===== src/rtl/playseq_pkg.sv =====
// Shared definitions for the playseq game controller.
// Holds the 4-bit state encoding. The controller uses it for its state
// register, and the top level uses the same codes for the db_estado display.
package playseq_pkg;

    localparam int ESTADO_W = 4;

    typedef enum logic [ESTADO_W-1:0] {
        st_inicial         = 4'h0,
        st_preparacao      = 4'h1,
        st_inicia_rodada   = 4'h2,
        st_mostra_led      = 4'h3,
        st_apaga_led       = 4'h4,
        st_proximo_preview = 4'h5,
        st_fim_preview     = 4'h6,
        st_espera_jogada   = 4'h7,
        st_registra        = 4'h8,
        st_compara         = 4'h9,
        st_proxima_jogada  = 4'hA,
        st_fim_rodada      = 4'hB,
        st_proxima_rodada  = 4'hC,
        st_conta_vitoria   = 4'hD,
        st_conta_derrota   = 4'hE,
        st_fim_jogo        = 4'hF
    } estado_t;

endpackage


===== src/rtl/playseq_unidade_controle.sv =====
// Control unit (Moore FSM) for the playseq memory game.
// Each round first previews the sequence on the LEDs and then collects the
// player's presses. A wrong press or a timeout ends the game as a loss.
// Completing the final round ends it as a win.
//
// Ports:
//   clock, reset               : single clock; synchronous active-high reset
//   iniciar                    : start a game (level)
//   igual                      : registered play matches memory
//   enderecoIgualSequencia     : address counter == current round length
//   fimE                       : address counter at the last position
//   tem_jogada                 : one-cycle pulse for a new button press
//   controle_timeout           : play timeout (already masked by ignora_timeout)
//   controle_timeout_led       : LED preview interval elapsed
//   zeraE..zera_metricas       : datapath control strobes (active-high)
//   pronto, ganhou, perdeu     : game finished and its result
//   db_estado                  : current state code for debug display
module playseq_unidade_controle
    import playseq_pkg::*;
(
    input  logic       clock,
    input  logic       reset,
    input  logic       iniciar,
    input  logic       igual,
    input  logic       enderecoIgualSequencia,
    input  logic       fimE,
    input  logic       tem_jogada,
    input  logic       controle_timeout,
    input  logic       controle_timeout_led,
    output logic       zeraE,
    output logic       contaE,
    output logic       zeraS,
    output logic       contaS,
    output logic       carregaS,
    output logic       zeraR,
    output logic       registraR,
    output logic       zeraT,
    output logic       contaT,
    output logic       zeraT_leds,
    output logic       contaT_leds,
    output logic       controla_leds,
    output logic       fase_preview,
    output logic       ignora_timeout,
    output logic       conta_ganhar,
    output logic       conta_perder,
    output logic       zera_metricas,
    output logic       pronto,
    output logic       ganhou,
    output logic       perdeu,
    output logic [3:0] db_estado
);

    estado_t state_reg, state_next;
    logic    ganhou_reg, perdeu_reg;

    always_ff @(posedge clock) begin
        if (reset) begin
            state_reg <= st_inicial;
        end else begin
            state_reg <= state_next;
        end
    end

    always_comb begin
        state_next = state_reg;
        case (state_reg)
            st_inicial:         if (iniciar) state_next = st_preparacao;
            st_preparacao:      state_next = st_inicia_rodada;
            st_inicia_rodada:   state_next = st_mostra_led;
            st_mostra_led:      if (controle_timeout_led) state_next = st_apaga_led;
            st_apaga_led:
                if (controle_timeout_led)
                    state_next = enderecoIgualSequencia ? st_fim_preview : st_proximo_preview;
            st_proximo_preview: state_next = st_mostra_led;
            st_fim_preview:     state_next = st_espera_jogada;
            // A press takes priority over a timeout arriving in the same cycle.
            st_espera_jogada:
                if (tem_jogada)            state_next = st_registra;
                else if (controle_timeout) state_next = st_conta_derrota;
            st_registra:        state_next = st_compara;
            st_compara:
                if (!igual)                      state_next = st_conta_derrota;
                else if (enderecoIgualSequencia) state_next = st_fim_rodada;
                else                             state_next = st_proxima_jogada;
            st_proxima_jogada:  state_next = st_espera_jogada;
            st_fim_rodada:      state_next = fimE ? st_conta_vitoria : st_proxima_rodada;
            st_proxima_rodada:  state_next = st_inicia_rodada;
            st_conta_vitoria:   state_next = st_fim_jogo;
            st_conta_derrota:   state_next = st_fim_jogo;
            st_fim_jogo:        if (iniciar) state_next = st_preparacao;
            default:            state_next = st_inicial;
        endcase
    end

    // Result flags are set on the same edge that enters the counting state.
    // They are cleared on entry to preparacao, so they read 0 from
    // preparacao onward.
    always_ff @(posedge clock) begin
        if (reset) begin
            ganhou_reg <= 1'b0;
            perdeu_reg <= 1'b0;
        end else if (state_next == st_preparacao) begin
            ganhou_reg <= 1'b0;
            perdeu_reg <= 1'b0;
        end else begin
            if (state_next == st_conta_vitoria) ganhou_reg <= 1'b1;
            if (state_next == st_conta_derrota) perdeu_reg <= 1'b1;
        end
    end

    always_comb begin
        zeraE          = 1'b0;
        contaE         = 1'b0;
        zeraS          = 1'b0;
        contaS         = 1'b0;
        carregaS       = 1'b0;
        zeraR          = 1'b0;
        registraR      = 1'b0;
        zeraT          = 1'b0;
        contaT         = 1'b0;
        zeraT_leds     = 1'b0;
        contaT_leds    = 1'b0;
        controla_leds  = 1'b0;
        fase_preview   = 1'b0;
        conta_ganhar   = 1'b0;
        conta_perder   = 1'b0;
        zera_metricas  = 1'b0;
        ignora_timeout = (state_reg != st_espera_jogada);
        pronto         = (state_reg == st_fim_jogo);
        case (state_reg)
            st_inicial: begin
                zeraE = 1'b1; zeraS = 1'b1; zeraR = 1'b1; zeraT = 1'b1;
                zeraT_leds = 1'b1; zera_metricas = 1'b1;
            end
            st_preparacao: begin
                zeraE = 1'b1; carregaS = 1'b1; zeraR = 1'b1; zeraT = 1'b1;
            end
            st_inicia_rodada:   zeraT_leds = 1'b1;
            st_proximo_preview: begin
                zeraT_leds = 1'b1; contaE = 1'b1;
            end
            st_mostra_led: begin
                fase_preview = 1'b1; controla_leds = 1'b1; contaT_leds = 1'b1;
            end
            st_apaga_led: begin
                fase_preview = 1'b1; contaT_leds = 1'b1;
            end
            st_fim_preview: begin
                zeraE = 1'b1; zeraT = 1'b1;
            end
            st_espera_jogada:   contaT = 1'b1;
            st_registra:        registraR = 1'b1;
            st_proxima_jogada: begin
                contaE = 1'b1; zeraT = 1'b1;
            end
            st_proxima_rodada: begin
                contaS = 1'b1; zeraE = 1'b1;
            end
            st_conta_vitoria:   conta_ganhar = 1'b1;
            st_conta_derrota:   conta_perder = 1'b1;
            default: ;
        endcase
    end

    assign ganhou    = ganhou_reg;
    assign perdeu    = perdeu_reg;
    assign db_estado = state_reg;

endmodule


===== config.mk =====
export PLATFORM = sky130hd
export DESIGN_NAME = playseq_unidade_controle
export DESIGN_NICKNAME = d
export VERILOG_FILES = /design/src/rtl/playseq_pkg.sv /design/src/rtl/playseq_unidade_controle.sv
export SDC_FILE = /design/constraint.sdc
export NUM_CORES = 1
export LEC_CHECK = 0
export ABC_AREA = 1
export BUFFER_PORTS_ARGS = -buffer_cell sky130_fd_sc_hd__buf_2
export CAP_MARGIN = 5
export CORE_UTILIZATION = 45
export CTS_BUF_LIST = sky130_fd_sc_hd__clkbuf_4 sky130_fd_sc_hd__clkbuf_8 sky130_fd_sc_hd__clkbuf_16
export CTS_CLUSTER_DIAMETER = 100
export DETAILED_ROUTE_END_ITERATION = 16
export GPL_ROUTABILITY_DRIVEN = 0
export HOLD_SLACK_MARGIN = 0.02
export PLACE_DENSITY = 0.78
export SLEW_MARGIN = 5
export SYNTH_ARGS = -nofsm -noshare
export SYNTH_HDL_FRONTEND = slang
export SYNTH_SLANG_ARGS = --single-unit

===== constraint.sdc =====
create_clock -name clock -period 2.1 [get_ports clock]
set_clock_uncertainty 0.05 [all_clocks]
set_input_delay 0.42 -clock clock [delete_from_list [all_inputs] [get_ports clock]]
set_output_delay 0.42 -clock clock [all_outputs]
set_load 0.02 [all_outputs]

---- Yosys cells after proc, flatten, opt, wreduce, memory -nomap -nowiden ----
Cells that the tools add are included.
storage, ports and cells
  flip-flop bits (word level) ............. 6
  output and inout port bits .............. 24
operators by class
  eq/ne operators ......................... 19
  mux-type cells .......................... 24
  reduce and logical (&&, ||, !) cells .... 13
operator list
  kind                                                                      number
  4-bit case mux with 11 select lines                                       1
  4-bit equality test (second input constant)                               10
  4-bit two-way mux                                                         5
  2-bit OR reduction                                                        9
  4-bit by 3-bit equality test with 1-bit output (second input constant)    4
  1-bit two-way mux                                                         16
  4-bit by 1-bit equality test with 1-bit output (second input constant)    2
  4-bit by 2-bit equality test with 1-bit output (second input constant)    2
  4-bit OR reduction                                                        2
  4-bit logical NOT                                                         1
  4-bit by 3-bit inequality test with 1-bit output (second input constant)  1
  3-bit two-way mux                                                         1
  3-bit OR reduction                                                        1
  2-bit two-way mux                                                         1

---- Logic depth before layout (Yosys ltp) ----
Gate-level depths: netlist of run 1.
  depth after elaboration ................. 5
  depth in mapped cells ................... 11

---- Worst setup path after synthesis of run 1 ----
No wires, ideal clock.
  path type ............................... register to output
  from .................................... register state_reg[2] (netlist: db_estado[2])
  to ...................................... output fase_preview
  required time ........................... 1.630 ns
  setup slack ............................. 0.344 ns
  arrival ................................. 1.286 ns
  cell stages (with the launch flop) ...... 6
  buffers on the path ..................... 1
  path through ............................ dfxtp_1 -> inv_2 -> nor2_2 -> nand2_1 -> nand2_1 -> buf_4
on the way
  word-level cells in the longest chain between the ends .. 3
  elaborated cells on any way between the ends .. 4
  those cells by class .................... 2 x eq/ne; 1 x mux; 1 x reduce/logical
ends and longest elaborated chain
  what                                                                                                              line                            RTL
  start, declared                                                                                                   playseq_unidade_controle.sv:53  estado_t state_reg, state_next;
  start signal, assigned                                                                                            playseq_unidade_controle.sv:58  state_reg <= st_inicial;
  start signal, assigned                                                                                            playseq_unidade_controle.sv:60  state_reg <= state_next;
  4-bit by 3-bit equality test with 1-bit output or 4-bit by 2-bit equality test with 1-bit output (tied branches)  -
  2-bit OR reduction (no source line) *                                                                             -
  1-bit two-way mux *                                                                                               -
  end, declared                                                                                                     playseq_unidade_controle.sv:42  output logic fase_preview,
Every way passes the cells marked *; elsewhere a longest branch is shown, timed or not.

---- Worst setup path in the final report of run 1 ----
  from .................................... register state_reg[1] (netlist: db_estado[1])
  to ...................................... output fase_preview
on the way
  word-level cells in the longest chain between the ends .. 3
  elaborated cells on any way between the ends .. 4
  those cells by class .................... 2 x eq/ne; 1 x mux; 1 x reduce/logical
ends and longest elaborated chain
  what                                                                                                              line                             RTL
  4-bit by 3-bit equality test with 1-bit output or 4-bit by 2-bit equality test with 1-bit output (tied branches)  playseq_unidade_controle.sv:130  case (state_reg)
  2-bit OR reduction (no source line) *                                                                             -
  1-bit two-way mux *                                                                                               playseq_unidade_controle.sv:130
Marks and branches as above.

==> results of run 1 <==
[final cells by class]
class	instances	area share [%]
inverters	26	11.0
clock buffers	3	2.55
multi-input cells	107	52.5
flip-flops and latches	6	13.6
repair buffers	32	18.1
well taps	15	2.12
[critical path, stage by stage (launching register included)]
cell,delay [ns]
dfxtp_1,0.38
nor2_1,0.37
nand2_1,0.20
nand2_1,0.15
buf_2,0.18
[worst paths after layout]
kind,from,to,depth (start not counted)
worst max-delay path,db_estado[1],fase_preview,4
worst min-delay path,reset,db_estado[2],2
worst max register to register,db_estado[0],perdeu,9
worst min register to register,perdeu,perdeu,2
[synthesized netlist by cell type]
cell	number
a21oi_1	2
a31oi_1	1
buf_4	2
dfxtp_1	6
inv_1	23
inv_2	3
nand2_1	43
nand2_2	1
nand3_1	8
nand3_2	2
nand3b_1	2
nand4_1	3
nor2_1	40
nor2_2	2
nor3_1	1
o21ai_0	1
o21ai_2	1
[power by group through the flow]
stage          clock network (W)  registers, W  logic [W]
3_5_place_dp                   0      0.000170   0.000656
2_1_floorplan                  0      0.000190   0.000471
5_1_grt                 0.000121      0.000178   0.000737
3_3_place_gp                   0      0.000168   0.000649
4_1_cts                 0.000111      0.000169   0.000657
6_report                0.000107      0.000172   0.000668
[kinds of logic (layout without fill, tap and decap cells)]
family                 Yosys count  after routing  share of synthesized area (%)
AO/OA/AOI/OAI                    5              5                           4.34
flip-flops                       6              6                           17.4
buffers and inverters           28             61                           16.3
AND/OR/NAND/NOR                102            102                           62.0
[per-stage QoR]
step	util, %	instances	hold WS, ns
finish	64.7	189	0.336
global placement	62.6	186	0.402
detailed placement	62.6	186	0.410
global route	64.7	189	0.333
CTS	64.3	189	0.325
floorplan	-	141	0.439
[per-layer routing]
| metal | GRT usage [%] | up-vias |
|---|---|---|
| met2 | 41.8 | 55 |
| met5 | 0 | - |
| met4 | 17.7 | 0 |
| li1 | - | 495 |
| met1 | 33.4 | 402 |
| met3 | 5.43 | 4 |
==> results.txt, run 1 <==
----------------------------------------------------
[Run status]
  Outcome ... finished, final reports clean

[Route]
  Via count ... 956
  Routed metal-1 wire length ... 847 um
  DR WL/cell ... 10.8 um
  Post-detailed-route count of antenna-violating nets ... 0
  Metal3 WL ... 180 um
  1st-iter DRT viols ... 41
  Number of design rule violations left after detail routing ... 0
  Pre-antenna DRT Iters ... 5
  Top Layer Used ... met4
  Detailed-routed wire length on met2 ... 994 um
  Per-cell via count in the routed design ... 5.06
  Overall routed net length ... 2040 um

[CTS]
  Clock Sink Count ... 6
  Post-CTS resize count ... 0
  CTS tree ... yes
  Number of buffers inserted by post-CTS setup repair ... 0
  Clk pin slew, worst setup/hold paths ... 0.04 ns
  Number of CTS-inserted buffers ... 3
  Clock Root Buffer ... clkbuf_4
  Total of hold buffers inserted after clock tree synthesis ... 0
  H-tree depth ... 1
  Buffer levels on the longest clock path ... 2
  Clock Latency Late Sink ... 0.25 ns

[Global route]
  First-pass GRT wire length ... 2910 um
  Maximum number of pins on one net before global-route repair ... 9
  GRT overflow ... 0
  Via count of the first global-routing pass ... 702
  Antenna violations before repair ... 0
  GRT Resource Usage Total ... 27.0%

[STA]
  Tightest slew margin relative to the limit ... 72.9%
  Worst Slack Setup Final ... 0.119 ns
  Shortest clock period the worst path allows after layout ... 1.98 ns
  Least-Margin Pin Slew ... 0.405 ns
  Final worst-path cycle share ... 94.3%
  Final total negative setup slack ... 0 ns
  Number of max-slew violations in the final report ... 0
  Unrepaired setup endpoints after global routing ... no
  Final setup violation count ... 0
  Hold Violations, Final ... 0
  Fmax achieved ... 505 MHz

[Placed design]
  DP Wirelength ... 1690 um
  IO Port Bufs ... 32
  Minimum setup slack after placement ... 0.378 ns
  DP Area ... 856 sq um

[Power]
  Switching share of power ... 57.2%
  Cell leakage power ... 0.605 nW
  Worst IR Drop VDD ... 879 uV
  Internal Power ... 0.000406 W
  Comb pwr share ... 70.5%
  Power per unit of standard cell area ... 1070 nW/um^2
  Power spent charging and discharging nets ... 0.000542 W
  Sequential group share of total power ... 18.2%
  Clock network power share ... 11.3%
  PnR Total Power ... 0.000948 W

[Critical path]
  Worst Path Class, Setup ... reg2out
  Critical path launch point type ... flip-flop
  Reg-to-reg setup timing slack ... 0.32 ns
  Endpoint type of the worst setup path ... primary output
  Biggest fanout along the worst timing path ... 8
  Required time of the critical path ... 1.63 ns
  Data arrival at the endpoint of the critical path ... 1.51 ns

[Logic synthesis]
  Post-synth design cell area ... 692 sq um
  Net count after synthesis ... 150
  Warning count from the yosys run ... 0
  Area share of the largest cell type after synthesis ... 23.3%
  Mapped Cells ... 141
  Number of synthesized register bits ... 6
  Unique cell type count in the Yosys netlist ... 17
  Average size of a mapped cell ... 4.91 sq um
  Seq/Total Area, Yosys ... 17.4%
  Ranking of synthesized cells by area ... nand2_1, nor2_1, dfxtp_1, inv_1, nand3_1
  Largest area contributor in the synthesized netlist ... nand2_1

[Floorplan]
  Die area ... 1700 sq um
  Standard-cell row count ... 13
  Core Region ... 1370 sq um
  Starting density of the core ... 50.6%
  Floorplan die width ... 41.2 um
  I/O pin count ... 33
  Chip height ... 41.2 um

[Hold path]
  Hold/Removal Path Class ... in2reg

[Cells and area]
  Max FFs per register ... 4
  Most frequent cells in the layout ... nand2_1, nor2_1, buf_2
  Most common cell after layout, fill and taps aside ... nand2_1
  Diode insertion count for antenna repair ... 0
  Post-layout nets ... 185
  Fraction of final layout cells sized beyond drive strength 1 ... 26.4%
  Area growth from synthesis to final layout ... 27.7%
  Count of filler cells inserted in the layout ... 153
  Total area of multi-input combinational cells ... 464 sq um
  Final non-filler cell area ... 883 sq um
  Area taken by flip-flops and latches ... 120 sq um

[Job]
  Maxcap violations ... 0

----------------------------------------------------
No activity file was read; power rests on OpenSTA's default activity.
==> run 2, diff against run 1 <==
--- a/config.mk
+++ b/config.mk
@@ -6,7 +6,7 @@
 export NUM_CORES = 1
 export LEC_CHECK = 0
 export ABC_AREA = 1
-export BUFFER_PORTS_ARGS = -buffer_cell sky130_fd_sc_hd__buf_2
+export BUFFER_PORTS_ARGS = -buffer_cell sky130_fd_sc_hd__clkbuf_2
 export CAP_MARGIN = 5
 export CORE_UTILIZATION = 45
 export CTS_BUF_LIST = sky130_fd_sc_hd__clkbuf_4 sky130_fd_sc_hd__clkbuf_8 sky130_fd_sc_hd__clkbuf_16
==> run 2 against run 1 <==
Flip-flop and latch count did not move; clock-buffer cell count did not move; utilization is the same; clock power fell by 5%; wire length decreased by 3.3%; sequential power about the same; combinational power down 0.6%; hold slack got worse by 0.0020 ns; final cell count unchanged.
==> results.txt, run 2 (synthesis gave the netlist of run 1 again) <==
----------------------------------------------------
[Cells and area]
  Final design utilization ... 64.7% (unchanged)
  Most frequent cells in the layout ... nand2_1, nor2_1, clkbuf_2
  Layout Cells excl Fill ... 189 (unchanged)
  Post-layout nets ... 185 (unchanged)
  Most common cell after layout, fill and taps aside ... nand2_1
  Fraction of final layout cells sized beyond drive strength 1 ... 26.4% (unchanged)
  Diode insertion count for antenna repair ... 0 (unchanged)
  Final non-filler cell area ... 883 sq um (unchanged)
  Max FFs per register ... 4 (unchanged)
  Area growth from synthesis to final layout ... 27.7% (unchanged)

[Power]
  Power per unit of standard cell area ... 1060 nW/um^2 (-0.75%)
  Worst IR Drop VDD ... 702 uV (-20%)
  Cell leakage power ... 0.599 nW (-1.1%)

[Route]
  1st-iter DRT viols ... 44 (+7.3%)
  Pre-antenna DRT Iters ... 4 (-1)
  Number of design rule violations left after detail routing ... 0 (unchanged)
  Post-detailed-route count of antenna-violating nets ... 0 (unchanged)
  Via count ... 933 (-2.4%)
  Per-cell via count in the routed design ... 4.94 (-2.4%)
  Overall routed net length ... 1970 um (-3.3%)
  DR WL/cell ... 10.4 um (-3.3%)

[Placed design]
  Cells after DPL ... 186 (unchanged)
  DP Wirelength ... 1630 um (-3.7%)
  IO Port Bufs ... 32 (unchanged)
  DP Area ... 856 sq um (unchanged)
  Minimum setup slack after placement ... 0.383 ns (+0.00449 ns)

[Global route]
  GRT Resource Usage Total ... 27.1% (+0.030 points)
  Maximum number of pins on one net before global-route repair ... 9 (unchanged)
  Antenna violations before repair ... 0 (unchanged)
  Via count of the first global-routing pass ... 737 (+5.0%)
  GRT overflow ... 0 (unchanged)
  First-pass GRT wire length ... 2930 um (+0.72%)

[Floorplan]
  Core Region ... 1370 sq um (unchanged)
  Chip height ... 41.2 um (unchanged)
  Die area ... 1700 sq um (unchanged)
  Starting density of the core ... 50.6% (unchanged)
  Floorplan die width ... 41.2 um (unchanged)
  Standard-cell row count ... 13 (unchanged)
  I/O pin count ... 33 (unchanged)

[Critical path]
  Critical path launch point type ... flip-flop
  Endpoint type of the worst setup path ... primary output
  Data arrival at the endpoint of the critical path ... 1.49 ns (-0.02 ns)
  Origin of the worst setup path ... db_estado[1]
  Worst Path Class, Setup ... reg2out
  Biggest fanout along the worst timing path ... 8 (unchanged)
  Worst setup path endpoint ... fase_preview
  Reg-to-Reg Start ... db_estado[0]
  R2r endpoint ... perdeu
  Number of cells on the worst reg-to-reg path ... 9 (unchanged)
  Required time of the critical path ... 1.63 ns (about the same)
  Reg-to-reg setup timing slack ... 0.36 ns (+0.04 ns)

[Run status]
  Outcome ... finished, final reports clean

[CTS]
  Number of CTS-inserted buffers ... 3 (unchanged)
  Clk pin slew, worst setup/hold paths ... 0.04 ns (about the same)
  Clock Sink Count ... 6 (unchanged)
  CTS tree ... yes
  H-tree depth ... 1 (unchanged)
  Buffer levels on the longest clock path ... 2 (unchanged)
  Total of hold buffers inserted after clock tree synthesis ... 0 (unchanged)
  Clock Latency Late Sink ... 0.24 ns (about the same)
  Clock Root Buffer ... clkbuf_4

[STA]
  Final worst-path cycle share ... 93.1% (-1.2 points)
  Worst Slack Setup Final ... 0.145 ns (+0.0255 ns)
  Fmax achieved ... 512 MHz (+1.3%)
  Least-Margin Pin Slew ... 0.368 ns (-0.0371 ns)
  Final total negative setup slack ... 0 ns (unchanged)
  Number of max-slew violations in the final report ... 0 (unchanged)
  Final setup violation count ... 0 (unchanged)
  Shortest clock period the worst path allows after layout ... 1.96 ns (-0.0255 ns)
  Hold Violations, Final ... 0 (unchanged)
  Tightest slew margin relative to the limit ... 75.4% (+2.5 points)

[Hold path]
  Hold/Removal Path Class ... in2reg

[Job]
  Maxcap violations ... 0 (unchanged)

----------------------------------------------------
## run 2: how the worst min path moves through the flow
stage,startpoint,to,slack (ns),cells after the start
floorplan,reset,db_estado[2],0.44,1
global placement,perdeu,perdeu,0.41,2
detailed placement,perdeu,perdeu,0.42,2
CTS,reset,db_estado[1],0.32,2
global route,reset,db_estado[1],0.33,2
finish,reset,db_estado[1],0.33,2
## run 2: report_power, final
part / switching [W] / total (W) / internal, W
logic: 0.000460 / 0.000664 / 0.000204
clock network: 0.0000374 / 0.000102 / 0.0000644
registers: 0.0000401 / 0.000175 / 0.000134
total: 0.000538 / 0.000941 / 0.000403
## run 2: timing repair
item / 4_1_cts / 5_1_grt
endpoints found under the setup margin: 0 / 1
setup buffers: 0 / 0
resized for setup: 0 / 2
hold endpoints to repair: 0 / 0
## run 2: final cells by class
type | instances | area [sq um]
tap | 15 | 18.8
inverter | 26 | 97.6
clock buffer | 3 | 22.5
multi-input combinational | 107 | 464
fill | 130 | 483
timing repair buffer | 32 | 160
sequential | 6 | 120
## run 2: worst max-delay path, cell delays in order, from the launching register on
cell      delay, ns
dfxtp_1        0.38
nor2_1         0.35
nand2_1        0.18
nand2_1        0.15
clkbuf_2       0.18
## run 2: metal layers
layer | track usage (%) | part of all wire, % | up-vias
met3 | 3.80 | 6.3 | 4
met4 | 18.5 | 1.6 | 0
met5 | 0 | 0 | -
met2 | 41.4 | 49 | 43
met1 | 34.5 | 43 | 392
li1 | - | - | 494
## run 2: through the flow
step                power [W]  hold WS [ns]
floorplan            0.000661         0.439
detailed placement   0.000822         0.416
global placement     0.000818         0.406
CTS                  0.000932         0.318
global route          0.00105         0.332
finish               0.000941         0.334
==> run 3, diff against run 2 <==
--- a/config.mk
+++ b/config.mk
@@ -8,13 +8,15 @@
 export ABC_AREA = 1
 export BUFFER_PORTS_ARGS = -buffer_cell sky130_fd_sc_hd__clkbuf_2
 export CAP_MARGIN = 5
-export CORE_UTILIZATION = 45
+export CELL_PAD_IN_SITES_DETAIL_PLACEMENT = 0
+export CELL_PAD_IN_SITES_GLOBAL_PLACEMENT = 1
+export CORE_UTILIZATION = 27
 export CTS_BUF_LIST = sky130_fd_sc_hd__clkbuf_4 sky130_fd_sc_hd__clkbuf_8 sky130_fd_sc_hd__clkbuf_16
 export CTS_CLUSTER_DIAMETER = 100
 export DETAILED_ROUTE_END_ITERATION = 16
 export GPL_ROUTABILITY_DRIVEN = 0
 export HOLD_SLACK_MARGIN = 0.02
-export PLACE_DENSITY = 0.78
+export PLACE_DENSITY_LB_ADDON = 0.1
 export SLEW_MARGIN = 5
 export SYNTH_ARGS = -nofsm -noshare
 export SYNTH_HDL_FRONTEND = slang
==> run 3 against run 2 <==
Utilization shrank 25 points; final cell count grew 6.9%; sequential share of layout area shrank 0.24 points; die area grew 63%; design area grew 2.8%; worst setup slack lost 0.030 ns; first-iteration DRC count shrank 59%; non-clock buffer count is the same; combinational power grew 3.2%; clock power grew 6%; global-route usage shrank 9.9 points; critical path type unchanged; largest cell class unchanged; largest power group unchanged.
==> results.txt, run 3 (synthesis gave the netlist of run 1 again) <==
----------------------------------------------------
[Run status]
  Outcome ... finished, final reports clean

[Cells and area]
  Post-layout nets ... 185 (unchanged)
  Final design utilization ... 39.2% (-25 points)
  Final non-filler cell area ... 908 sq um (+2.8%)
  Fraction of final layout cells sized beyond drive strength 1 ... 26.4% (unchanged)
  Diode insertion count for antenna repair ... 0 (unchanged)
  Area taken by flip-flops and latches ... 121 sq um (+1.0%)
  Max FFs per register ... 4 (unchanged)
  Area growth from synthesis to final layout ... 31.3%
  Total area of multi-input combinational cells ... 472 sq um (+1.6%)
  Most common cell after layout, fill and taps aside ... nand2_1
  Most frequent cells in the layout ... nand2_1, nor2_1, clkbuf_2
  Count of filler cells inserted in the layout ... 283 (+120%)

[Floorplan]
  Core Region ... 2320 sq um (+70%)
  Chip height ... 52.6 um (+28%)
  I/O pin count ... 33 (unchanged)
  Standard-cell row count ... 17 (+4)
  Floorplan die width ... 52.6 um (+28%)
  Starting density of the core ... 29.8% (-21 points)
  Die area ... 2770 sq um (+63%)

[Critical path]
  Biggest fanout along the worst timing path ... 6 (-2)
  Reg-to-Reg Start ... db_estado[0]
  Endpoint type of the worst setup path ... primary output
  Crit path largest cell delay ... 0.45 ns (+0.07 ns)
  Origin of the worst setup path ... db_estado[0]
  Reg-to-reg setup timing slack ... 0.26 ns (-0.10 ns)
  Number of cells on the worst reg-to-reg path ... 9 (unchanged)
  Required time of the critical path ... 1.63 ns (about the same)
  Crit path cell chain ... inv_1 > nand2_1 > nor2_1 > nor2_1 > nand2_1 > clkbuf_2
  Worst setup path endpoint ... zeraT
  Worst Path Class, Setup ... reg2out
  Highest-delay cell along the critical path ... dfxtp_1
  R2r endpoint ... perdeu
  Critical path launch point type ... flip-flop
  Data arrival at the endpoint of the critical path ... 1.51 ns (+0.02 ns)

[CTS]
  Clock Sink Count ... 6 (unchanged)
  Clock Latency Late Sink ... 0.25 ns (about the same)
  Buffer levels on the longest clock path ... 2 (unchanged)
  Number of CTS-inserted buffers ... 3 (unchanged)
  CTS tree ... yes
  Clk pin slew, worst setup/hold paths ... 0.05 ns (about the same)
  H-tree depth ... 1 (unchanged)
  Number of buffers inserted by post-CTS setup repair ... 0 (unchanged)
  Clock Root Buffer ... clkbuf_4

[Route]
  Pre-antenna DRT Iters ... 5 (+1)
  Overall routed net length ... 2230 um (+13%)
  Via count ... 920 (-1.4%)
  DR WL/cell ... 11.0 um (+5.7%)
  1st-iter DRT viols ... 18 (-59%)
  Number of design rule violations left after detail routing ... 0 (unchanged)
  Per-cell via count in the routed design ... 4.55 (-7.7%)
  Post-detailed-route count of antenna-violating nets ... 0 (unchanged)

[Power]
  Cell leakage power ... 0.600 nW (+0.28%)
  Worst IR Drop VDD ... 587 uV (-16%)
  PnR Total Power ... 0.000974 W (+3.5%)
  Power per unit of standard cell area ... 1070 nW/um^2 (+0.66%)

[STA]
  Worst Slack Setup Final ... 0.115 ns (-0.0296 ns)
  Number of max-slew violations in the final report ... 0 (unchanged)
  Hold Violations, Final ... 0 (unchanged)
  Final worst-path cycle share ... 94.5% (+1.4 points)
  Fmax achieved ... 504 MHz (-1.5%)
  Final setup violation count ... 0 (unchanged)
  Tightest slew margin relative to the limit ... 73.1% (-2.2 points)
  Shortest clock period the worst path allows after layout ... 1.98 ns (+0.0296 ns)
  Unrepaired setup endpoints after global routing ... no
  Least-Margin Pin Slew ... 0.401 ns (+0.0330 ns)
  Final total negative setup slack ... 0 ns (unchanged)

[Global route]
  Maximum number of pins on one net before global-route repair ... 9 (unchanged)
  First-pass GRT wire length ... 3450 um (+18%)
  GRT Resource Usage Total ... 17.2% (-9.9 points)
  GRT overflow ... 0 (unchanged)
  Via count of the first global-routing pass ... 778 (+5.6%)
  Antenna violations before repair ... 0 (unchanged)

[Job]
  Maxcap violations ... 0 (unchanged)

[Placed design]
  DP Wirelength ... 1870 um (+15%)
  DP Area ... 872 sq um (+1.9%)
  Minimum setup slack after placement ... 0.238 ns (-0.145 ns)
  IO Port Bufs ... 32 (unchanged)

[Hold path]
  Number of stages on the worst hold path ... 2 (unchanged)
  Hold/Removal Path Class ... in2reg
  Worst hold start ... reset

----------------------------------------------------
## run 3: worst max-delay path, delay by kind of cell, from the launching register on
kind | cells | cell delay [ns]
simple gates | 4 | 0.52
flops | 1 | 0.45
buf+inv | 2 | 0.30
## run 3: worst min-delay path by stage
stage,end
2_1_floorplan,db_estado[2]
3_3_place_gp,perdeu
3_5_place_dp,perdeu
4_1_cts,db_estado[1]
5_1_grt,db_estado[1]
6_report,db_estado[1]
## run 3: where the power goes
group	internal (W)	total [W]	switching [W]
logic	0.000207	0.000685	0.000479
clock network	0.0000647	0.000108	0.0000431
registers	0.000137	0.000180	0.0000440
total	0.000408	0.000974	0.000566
## run 3: area by class of cell
| cell class | count | area share [%] |
|---|---|---|
| inverter | 26 | 10.7 |
| multi-input combinational | 107 | 51.9 |
| clock buffer | 3 | 2.48 |
| sequential | 6 | 13.4 |
| timing repair buffer | 32 | 17.6 |
| tap | 28 | 3.86 |
## run 3: metal layers
layer / share of wire (%) / global-route usage (%) / vias up
met5: 0 / 0 / -
met4: 0.54 / 6.58 / 0
met3: 3.3 / 0.870 / 4
met2: 49 / 26.6 / 26
met1: 47 / 24.5 / 396
li1: - / - / 494
## run 3: what timing repair did
action,in CTS,in global routing
hold buffers,0,0
endpoints found under the setup margin,1,3
resized for setup,1,3
## run 3: metrics by stage
stage | instances | hold WS, ns
after floorplan | 141 | 0.439
after global placement | 199 | 0.404
after detailed placement | 199 | 0.413
after CTS | 202 | 0.316
after global routing | 202 | 0.325
final | 202 | 0.313
